File: src/rtl/n4v68k_bus_pkg.sv
// Shared types and constants for the 68000-strobe to cyc/stb bus bridge.
package n4v68k_bus_pkg;

  localparam int unsigned ADR_W = 32;
  localparam int unsigned DAT_W = 16;
  localparam int unsigned TMR_W = 8;

  localparam logic [2:0]       FC_CPU_SPACE     = 3'b111;
  localparam logic [TMR_W-1:0] DEF_BERR_TIMEOUT = 8'd200;

  typedef enum logic [2:0] {
    IDLE,
    REQ,
    ACKD,
    BERR,
    IACK
  } state_e;

endpackage

File: src/rtl/n4v68k_bus_timer.sv
// Clearable, saturating 8-bit cycle counter with a terminal-count flag.
module n4v68k_bus_timer
  import n4v68k_bus_pkg::*;
(
  input  logic             clk_i,
  input  logic             rst_ni,
  input  logic             clr_i,
  input  logic             en_i,
  input  logic [TMR_W-1:0] tc_val_i,
  output logic             tc_c_o
);

  logic [TMR_W-1:0] cnt_q, cnt_d;

  always_comb begin
    cnt_d = cnt_q;
    if (clr_i) begin
      cnt_d = '0;
    end else if (en_i && (cnt_q != '1)) begin
      cnt_d = cnt_q + TMR_W'(1);
    end
  end

  always_ff @(posedge clk_i or negedge rst_ni) begin
    if (!rst_ni) begin
      cnt_q <= '0;
    end else begin
      cnt_q <= cnt_d;
    end
  end

  assign tc_c_o = (cnt_q == tc_val_i);

endmodule

File: src/rtl/n4v68k_bus_bridge.sv
// 68000 strobe bus to single-master cyc/stb bus bridge in front of the MMU.
// Define BUS_BERR_TIMEOUT_EN to build the no-ack bus-error timer and BERR state.
module n4v68k_bus_bridge
  import n4v68k_bus_pkg::*;
#(
  parameter logic [2:0] IACK_FC = FC_CPU_SPACE
`ifdef BUS_BERR_TIMEOUT_EN
  , parameter logic [TMR_W-1:0] BERR_TIMEOUT = DEF_BERR_TIMEOUT
`endif
) (
  input  logic             clk_i,
  input  logic             rst_ni,
  input  logic             as_ni,
  input  logic             uds_ni,
  input  logic             lds_ni,
  input  logic             rw_i,
  input  logic [2:0]       fc_i,
  input  logic [31:1]      cpu_adr_i,
  input  logic [DAT_W-1:0] cpu_dat_i,
  output logic [DAT_W-1:0] cpu_dat_o,
  output logic             dtack_no,
  output logic             berr_no,
  input  logic [7:0]       vec_i,
  output logic             cyc_o,
  output logic             stb_o,
  output logic             we_o,
  output logic [1:0]       sel_o,
  output logic [ADR_W-1:0] adr_o,
  output logic [DAT_W-1:0] wb_dat_o,
  input  logic [DAT_W-1:0] wb_dat_i,
  input  logic             ack_i
);

  state_e           state_q, state_d;
  logic             cyc_q, cyc_d, stb_q, stb_d, we_q, we_d;
  logic             dtack_q, dtack_d, berr_q, berr_d;
  logic [1:0]       sel_q, sel_d;
  logic [ADR_W-1:0] adr_q, adr_d;
  logic [DAT_W-1:0] wb_dat_q, wb_dat_d, cpu_dat_q, cpu_dat_d;
  logic             req_c, timeout_c;

  // Data strobes gate the request so writes wait for valid data.
  assign req_c = !as_ni && (!uds_ni || !lds_ni);

`ifdef BUS_BERR_TIMEOUT_EN
  n4v68k_bus_timer u_timer (
    .clk_i    (clk_i),
    .rst_ni   (rst_ni),
    .clr_i    (state_q != REQ),
    .en_i     (state_q == REQ),
    .tc_val_i (TMR_W'(BERR_TIMEOUT - 8'd1)),
    .tc_c_o   (timeout_c)
  );
`else
  assign timeout_c = 1'b0;
`endif

  always_comb begin
    state_d   = state_q;
    cyc_d     = cyc_q;
    stb_d     = stb_q;
    we_d      = we_q;
    sel_d     = sel_q;
    adr_d     = adr_q;
    wb_dat_d  = wb_dat_q;
    cpu_dat_d = cpu_dat_q;
    dtack_d   = dtack_q;
    berr_d    = berr_q;
    unique case (state_q)
      IDLE: begin
        if (req_c && !ack_i) begin
          if (fc_i == IACK_FC) begin
            cpu_dat_d = {8'h00, vec_i};
            state_d   = IACK;
          end else begin
            adr_d    = {cpu_adr_i, 1'b0};
            sel_d    = {~uds_ni, ~lds_ni};
            we_d     = ~rw_i;
            wb_dat_d = cpu_dat_i;
            cyc_d    = 1'b1;
            stb_d    = 1'b1;
            state_d  = REQ;
          end
        end
      end
      REQ: begin
        // Ack beats a same-edge timeout; abort only when neither fired.
        if (ack_i) begin
          if (!we_q) cpu_dat_d = wb_dat_i;
          cyc_d   = 1'b0;
          stb_d   = 1'b0;
          we_d    = 1'b0;
          dtack_d = 1'b0;
          state_d = ACKD;
        end else if (timeout_c) begin
          cyc_d   = 1'b0;
          stb_d   = 1'b0;
          we_d    = 1'b0;
          berr_d  = 1'b0;
          state_d = BERR;
        end else if (as_ni) begin
          cyc_d   = 1'b0;
          stb_d   = 1'b0;
          we_d    = 1'b0;
          state_d = ACKD;
        end
      end
      ACKD: begin
        if (as_ni) dtack_d = 1'b1;
        if (as_ni && !ack_i) state_d = IDLE;
      end
      BERR: begin
        if (as_ni) begin
          berr_d  = 1'b1;
          state_d = IDLE;
        end
      end
      IACK: begin
        dtack_d = 1'b0;
        state_d = ACKD;
      end
      default: state_d = IDLE;
    endcase
  end

  always_ff @(posedge clk_i or negedge rst_ni) begin
    if (!rst_ni) begin
      state_q   <= IDLE;
      cyc_q     <= 1'b0;
      stb_q     <= 1'b0;
      we_q      <= 1'b0;
      sel_q     <= '0;
      adr_q     <= '0;
      wb_dat_q  <= '0;
      cpu_dat_q <= '0;
      dtack_q   <= 1'b1;
      berr_q    <= 1'b1;
    end else begin
      state_q   <= state_d;
      cyc_q     <= cyc_d;
      stb_q     <= stb_d;
      we_q      <= we_d;
      sel_q     <= sel_d;
      adr_q     <= adr_d;
      wb_dat_q  <= wb_dat_d;
      cpu_dat_q <= cpu_dat_d;
      dtack_q   <= dtack_d;
      berr_q    <= berr_d;
    end
  end

  assign cyc_o     = cyc_q;
  assign stb_o     = stb_q;
  assign we_o      = we_q;
  assign sel_o     = sel_q;
  assign adr_o     = adr_q;
  assign wb_dat_o  = wb_dat_q;
  assign cpu_dat_o = cpu_dat_q;
  assign dtack_no  = dtack_q;
`ifdef BUS_BERR_TIMEOUT_EN
  assign berr_no   = berr_q;
`else
  assign berr_no   = 1'b1;
`endif

endmodule

File: config.mk
export PLATFORM = sky130hd
export DESIGN_NAME = n4v68k_bus_bridge
export DESIGN_NICKNAME = d
export VERILOG_FILES = /design/src/rtl/n4v68k_bus_pkg.sv /design/src/rtl/n4v68k_bus_timer.sv /design/src/rtl/n4v68k_bus_bridge.sv
export SDC_FILE = /design/constraint.sdc
export NUM_CORES = 1
export LEC_CHECK = 0
export ABC_AREA = 1
export CORE_UTILIZATION = 33
export DETAILED_ROUTE_END_ITERATION = 10
export PLACE_DENSITY = 0.63
export SYNTH_ARGS = -nofsm -noshare
export SYNTH_HDL_FRONTEND = slang
export SYNTH_SLANG_ARGS = --single-unit
File: constraint.sdc
create_clock -name clk_i -period 1.7 [get_ports clk_i]
set_clock_uncertainty 0.15 [all_clocks]
set_input_delay 0.255 -clock clk_i [delete_from_list [all_inputs] [get_ports clk_i]]
set_output_delay 0.255 -clock clk_i [all_outputs]
set_load 0.01 [all_outputs]
# Word-level counts from Yosys, hierarchy flattened

Cells that the tools add are included.

Output and inout bits: 71
Word-level logic and storage cells: 65
Register bits after elaboration: 71

Multiplexer cells: 23
Bitwise gates (word level): 4
Reductions and logical operators: 16
Eq/ne operators: 14

Operator list:

| cell                                                 | number |
|---|---|
| 2-to-1 mux 16 bit                                    | 4 |
| case mux 16 bit (2 select lines)                     | 1 |
| 2-to-1 mux 3 bit                                     | 6 |
| != test 2 bit (second input constant)                | 8 |
| case mux 3 bit (5 select lines)                      | 1 |
| 2-to-1 mux 1 bit                                     | 8 |
| AND reduction 4 bit                                  | 2 |
| equality test 3 x 2 -> 1 bit (second input constant) | 2 |
| equality test 3 bit (second input constant)          | 2 |
| AND reduction 3 bit                                  | 2 |
| AND reduction 5 bit                                  | 1 |
| logical NOT 1 bit                                    | 4 |
| inverter 1 bit                                       | 4 |
| case mux 1 bit (2 select lines)                      | 2 |
| equality test 3 x 1 -> 1 bit (second input constant) | 1 |
| logical AND 1 bit                                    | 3 |
| logical NOT 3 bit                                    | 1 |
| != test 3 bit (second input constant)                | 1 |
| case mux 1 bit (3 select lines)                      | 1 |
| nonzero test 3 bit                                   | 1 |
| nonzero test 2 bit                                   | 1 |
| logical OR 1 bit                                     | 1 |

# Logic depth before layout (Yosys ltp)

Gate-level depths: netlist (run 1).

Word-level depth: 6
Depth in mapped cells: 8
Depth with buffers taken out: 8

# Worst setup path before layout (run 1)

Ideal clock, no wire load.

Path type: reg-to-reg
Start: register state_q[2]
End: register cpu_dat_q[6] (netlist: cpu_dat_o[6])
Period minus slack after synthesis: 1,468 ps
Buffers on the path: 1
Data arrival time: 1,202 ps
Path slack: 232 ps
Library setup time: 116 ps
Cell stages (with the launch flop): 8
Cell sequence: dfrtp_1 > inv_1 > nand2_2 > a21oi_4 > nand3_4 > buf_6 > nand2_1 > nand2_1

Cells in the longest elaborated chain, start to end: 3

Ends and longest elaborated chain:

| what                                                              | line                     | source |
|---|---|---|
| start: declaration                                                | n4v68k_bus_bridge.sv:34  | `state_e state_q, state_d;` |
| start signal: assignment                                          | n4v68k_bus_bridge.sv:139 | `state_q <= state_d;` |
| equality test 3 x 1 -> 1 bit or logical NOT 3 bit (tied branches) | n/a                      |  |
| != test 2 bit (no line) or nonzero test 2 bit (tied branches)     | n/a                      |  |
| AND reduction 5 bit (no line)                                     | n/a                      |  |
| end signal: assignment                                            | n4v68k_bus_bridge.sv:146 | `cpu_dat_q <= cpu_dat_d;` |
| end: declaration                                                  | n4v68k_bus_bridge.sv:39  | `logic [DAT_W-1:0] wb_dat_q, wb_dat_d, cpu_dat_q, cpu_dat_d;` |

Parallel ways exist; a longest one is shown, timed or not.
A chain may end at the register's enable or synchronous reset.

# Final worst setup path (run 1)

Start: register wb_dat_q[7] (netlist: wb_dat_o[7])
End: output wb_dat_o[7]

RTL lines:

| what                     | line                     | source |
|---|---|---|
| start: declaration       | n4v68k_bus_bridge.sv:39  |  |
| start signal: assignment | n4v68k_bus_bridge.sv:145 | `wb_dat_q <= wb_dat_d;` |
| end: declaration         | n4v68k_bus_bridge.sv:29  | `output logic [DAT_W-1:0] wb_dat_o,` |

No word-level cell between the ends.

==> results.tsv, run 1 <==
metric	value	unit
cts_buffer_depth	2	
die_x	99.15	um
critPathLaunchType	flop	
synth_largest_area_cell	dfrtp_1	
sw_frac_of_total	0.3246	
power_frac_seq	0.382	
tns	0	ns
path_delay_family	buffers and inverters	
h-tree-depth	3	
drt-wirelength-per-cell	12.28	um
syn_area_per_cell	8.217	sq um
synth_flop_cell	dfrtp_1	
critPathKind	reg2out	
netlist_area	3114	sq um
cts_tree	built	
grt_overflow	0	
initial_core_util	0.3386	
syn_nets	460	
cp_max_fo	2	
critPathMaxStageDelay	0.55	ns
leakage	2.844	nW
synthCells	379	
p_clk_frac	0.209	
status	finished, final reports clean	
areaGrowthSynthToFinish	64.60	%
netlist_top_cells_count	218 x nand2_1, 70 x dfrtp_1, 15 x nand3_1	
core_area	9196	sq um
critical_path_depth	1	
maxSlewViolCount	0	
dp_hpwl	6011	um
grt_start_max_net_pins	37	
synth.most_common_cell	nand2_1	
grtUsageTotal	0.1762	
postSynth.asyncResetShare	1.000	
synth.distinct_cells	21	
p_int	4.717	mW
portBuffers	149	
fillers	866	
design.final.nets	623	
finalCriticalPeriod	1.647	ns
vias	2971	
drive_gt1_frac	0.09324	
setup_violations	0	
hold_path.class	in2async	
synth_edf_count	0	
drc_errors	0	
insertion_delay	0.34	ns
antenna_found_initial	0	
power.total	6.984	mW
fp.dieArea	9830	sq um
dieHeight	99.15	um
clk_pin_slew_worst_paths	0.08	ns
routed_wirelength	8081	um
crit_chain	clkdlybuf4s50_1	
synth_area_leaders	dfrtp_1 56%, nand2_1 26%, nand3_1 2.4%, nand4_1 2.4%, buf_2 1.8%	
period_share	0.9689	
viasPerCell	4.515	
ant_nets	0	
multiInputGateArea	1161	sq um
p_per_area	1362	nW/um^2
grt_pass1_vias	2954	
gp_congestion	0.9194	
io_pins	152	
cts.root.buffer_cell	clkbuf_8	
combPwrFrac	0.409	
grt_pass1_wl	13760	um
synth-seq-cells	71	
drv_cap	0	
end_kind	output pin	
cp.buffers_inverters	1	
seqCellArea	1779	sq um
row_count	35	
first_pass_iters	4	
r2r_cells	8	
cts_made_buffers	9	
fmax	607.1	MHz
worstPathRequired	1.29	ns
power.switching	2.267	mW
yosysWarnings	0	
critical_path.slowest_cell	clkdlybuf4s50_1	
cts_sinks	71	
diodes	0	
drt_iter0_markers	142	
hold_viol	0	
hold_ws	0.1487	ns
synth-seq-area-share	0.5709	
worstPathArrival	1.24	ns
yosysTopAreaCellShare	0.5625	
vdd_ir_drop_max	0.0005814	V
-- state kept, by name, summed over array words and instances (netlist names) --
name and cells:
we_o 1, wb_dat_o 16, state_q 3, sel_o 2
dtack_no 1, stb_o 1, cpu_dat_o 16, adr_o 31
-- layout by cell type, fill, tap and decap left out, types with 2 or more instances in the layout --
cell             instances
buf_12                   4
nand2_1                218
nand4_1                 12
nor2_1                  12
inv_2                    3
clkbuf_8                 9
o21ai_0                  3
bufinv_16                2
dfrtp_1                 69
buf_4                   17
clkbuf_1                 2
nand3_4                  2
clkdlybuf4s50_1        120
conb_1                   2
dlymetal6s2s_1          27
clkinv_4                 2
inv_1                   12
nand2_2                  2
nand3_1                 15
nor2_4                   3
-- kinds of logic (layout without fill, tap and decap cells) --
kind of cell           count (synthesis)  in the layout  share of synthesized area
AOI/OAI and AO/OA                      6              6                    0.01366
other                                  2              2                   0.002412
and+or+nand+nor                      266            266                     0.3544
DFF                                   71             71                     0.5709
buffers and inverters                 34            202                    0.05866
-- path summary, 6_finish.rpt --
kind                                from           end  slack, ns
min in group clk_i         cpu_adr_i[29]     adr_o[29]       0.29
hold / removal                    rst_ni    state_q[2]       0.15
hold reg to reg                 dtack_no      dtack_no       0.32
setup / recovery             wb_dat_o[7]   wb_dat_o[7]       0.05
max in group asynchronous         rst_ni     adr_o[14]       0.69
setup reg to reg              state_q[1]  cpu_dat_o[9]       0.11
-- power groups by stage --
stage          Combinational, mW  Clock [mW]  Sequential (mW)
2_1_floorplan              0.881           0             2.97
3_3_place_gp                2.89           0             2.70
3_5_place_dp                2.93           0             2.71
4_1_cts                     2.93        1.51             2.69
5_1_grt                     3.15        1.59             2.76
6_report                    2.85        1.46             2.67
-- per-stage QoR --
stage / util / instances / setup WS (ns) / cell area [sq um]
3_5_place_dp: 0.5229 / 639 / -0.1598 / 4808
4_1_cts: 0.5471 / 656 / 0.002878 / 5031
2_1_floorplan: - / 379 / 0.2320 / 3114
6_report: 0.5574 / 658 / 0.05286 / 5126
3_3_place_gp: 0.5229 / 639 / -0.1368 / 4808
5_1_grt: 0.5574 / 658 / -0.007030 / 5126
-- routing by layer --
metal	vias up	share of wire	track usage	wire [um]
li1	1488	-	-	-
met1	1360	0.45	0.2226	3609
met2	108	0.45	0.2824	3672
met3	15	0.077	0.05060	623
met4	0	0.022	0.07805	175
met5	-	0	0	0
-- worst register-to-register path, cell delays in order, from the launching register on --
cell     delay (ns)
dfrtp_1        0.41
buf_4          0.15
inv_2          0.05
nand2_2        0.07
nor2_1         0.18
nand2_2        0.14
buf_4          0.19
nand4_1        0.09
nand2_1        0.06
-- timing repair --
action                                 4_1_cts  5_1_grt
hold buffers                                 1        0
endpoints found under the hold margin       71        0
resized for setup                            1       30
pin swaps                                    0        2
buffers inserted                             0        2
setup endpoints to repair                    1       53
-- area by class of cell --
class / count / share of cell area
Sequential cell: 71 / 0.3471
Timing Repair Buffer: 171 / 0.3466
Multi-Input combinational cell: 274 / 0.2265
Tap cell: 111 / 0.02709
Clock buffer: 11 / 0.02563
Clock inverter: 5 / 0.01611
Inverter: 15 / 0.01098
Note: power is estimated with default switching activity, not from simulation.
==> run 2: changes to the inputs <==
--- a/config.mk
+++ b/config.mk
@@ -7,7 +7,9 @@
 export LEC_CHECK = 0
 export ABC_AREA = 1
 export CORE_UTILIZATION = 33
+export CTS_BUF_LIST = sky130_fd_sc_hd__clkbuf_8
 export DETAILED_ROUTE_END_ITERATION = 10
+export GPL_TIMING_DRIVEN = 0
 export PLACE_DENSITY = 0.63
 export SYNTH_ARGS = -nofsm -noshare
 export SYNTH_HDL_FRONTEND = slang
==> results.tsv, run 2 (synthesis gave the netlist of run 1 again) <==
metric	value	unit	change
final_cell_mix	217 x nand2_1, 118 x clkdlybuf4s50_1, 69 x dfrtp_1		was 218 x nand2_1, 120 x clkdlybuf4s50_1, 69 x dfrtp_1
h-tree-depth	3		unchanged
critical_path.slowest_cell	clkdlybuf4s50_1		unchanged
crit_chain	clkdlybuf4s50_1		unchanged
routed_wirelength	8428	um	was 8081 um
leakage	2.864	nW	was 2.844 nW
viasPerCell	4.519		was 4.515
finalCriticalPeriod	1.671	ns	was 1.647 ns
first_pass_iters	4		unchanged
cp-startpoint	sel_o[1]		was wb_dat_o[7]
utilization	0.5570		was 0.5574
core_area	9196	sq um	unchanged
place_area	4770	sq um	was 4808 sq um
io_pins	152		unchanged
cts_tree	built		unchanged
cp.buffers_inverters	1		unchanged
met3_wirelength	679	um	was 623 um
areaGrowthSynthToFinish	64.48	%	was 64.60%
layout_commonest_cell	nand2_1		unchanged
vias	2987		was 2,971
hold_path.class	in2async		unchanged
cts_sinks	71		unchanged
period_share	0.9830		was 0.9689
grt_pass1_wl	13660	um	was 13,760 um
critPathMaxStageDelay	0.57	ns	was 0.55 ns
antenna_found_initial	0		unchanged
cts_buffer_depth	2		unchanged
fmax	598.4	MHz	was 607.1 MHz
r2r_cells	7		was 8
m1WireLength	3738	um	was 3609 um
insertion_delay	0.35	ns	was 0.34 ns
reg2reg_from	state_q[1]		unchanged
largest_reg_flops	31		unchanged
drive_gt1_frac	0.1073		was 0.09324
hold_viol	0		unchanged
path_delay_family	buffers and inverters		unchanged
grt_pass1_vias	2910		was 2,954
setup_violations	0		unchanged
cts_made_buffers	9		unchanged
grt_overflow	0		unchanged
status	finished, final reports clean		unchanged
grtUsageTotal	0.1758		was 0.1762
final_cell_area	5122	sq um	was 5126 sq um
row_count	35		unchanged
worstPathRequired	1.29	ns	about the same
clk_pin_slew_worst_paths	0.08	ns	about the same
worstPathArrival	1.27	ns	was 1.24 ns
cp_max_fo	2		unchanged
die_x	99.15	um	unchanged
drt_iter0_markers	99		was 142
dp_hpwl	6113	um	was 6011 um
grt_start_max_net_pins	46		was 37
critical_path_depth	1		unchanged
grt_setup_unrepaired	true		
portBuffers	149		unchanged
gp_congestion	0.8661		was 0.9194
hold_ws	0.2207	ns	was 0.1487 ns
vdd_ir_drop_max	0.0007272	V	was 0.0005814 V
drt-wirelength-per-cell	12.75	um	was 12.28 um
highest-signal-layer	met4		unchanged
end_kind	output pin		unchanged
initial_core_util	0.3386		unchanged
dieHeight	99.15	um	unchanged
p_per_area	1357	nW/um^2	was 1362 nW/um^2
drv_cap	0		unchanged
design.final.nets	626		was 623
drc_errors	0		unchanged
maxSlewViolCount	0		unchanged
critPathKind	reg2out		unchanged
fp.dieArea	9830	sq um	unchanged
ant_nets	0		unchanged
cts.root.buffer_cell	clkbuf_8		unchanged
critPathLaunchType	flop		unchanged
wl_met2	3820	um	was 3672 um
diodes	0		unchanged
-- run 2: worst paths after layout --
kind                                  to  slack (ns)
max in group asynchronous   wb_dat_o[11]        0.62
max reg2reg                  wb_dat_o[0]        0.06
max                             sel_o[1]        0.03
min                        cpu_dat_o[11]        0.22
min reg2reg                  wb_dat_o[3]        0.32
min in group clk_i             adr_o[12]        0.28
-- run 2: final cells by class --
class                           count  area, sq um
Clock inverter                      4        51.30
Clock buffer                       12        165.2
Timing Repair Buffer              155         1618
Inverter                           15        61.31
Tap cell                          111        138.9
Multi-Input combinational cell    274         1166
Sequential cell                    71         1779
Buffer                             19        142.6
Fill cell                         887         4074
-- run 2: metal layers --
metal  vias to the layer above  track usage
li1                       1497            -
met1                      1357       0.2174
met2                       114       0.2824
met3                        19      0.05271
met4                         0      0.08484
met5                         -            0
-- run 2: repair_timing --
item / 4_1_cts / 5_1_grt
buffers inserted: 0 / 3
hold buffers: 1 / 0
cloned: 0 / 1
pin swaps: 0 / 2
endpoints found under the setup margin: 3 / 87
endpoints found under the hold margin: 26 / 0
gates resized for setup: 3 / 44
-- run 2: where the power goes --
group | internal [mW] | leakage (nW) | switching [mW] | total [mW]
Clock | 0.801 | 0.109 | 0.644 | 1.44
Combinational | 1.55 | 1.86 | 1.30 | 2.85
Sequential | 2.32 | 0.891 | 0.343 | 2.66
-- run 2: stage by stage --
step	cells	total power, mW	setup WS (ns)	setup TNS [ns]
after floorplan	379	3.855	0.2320	0
after global placement	639	5.561	-2.338	-177.77
after detailed placement	640	5.618	-0.2663	-13.54
after CTS	657	7.081	0.008450	0
after global routing	661	7.428	-0.03572	-0.7228
final	661	6.954	0.02888	0
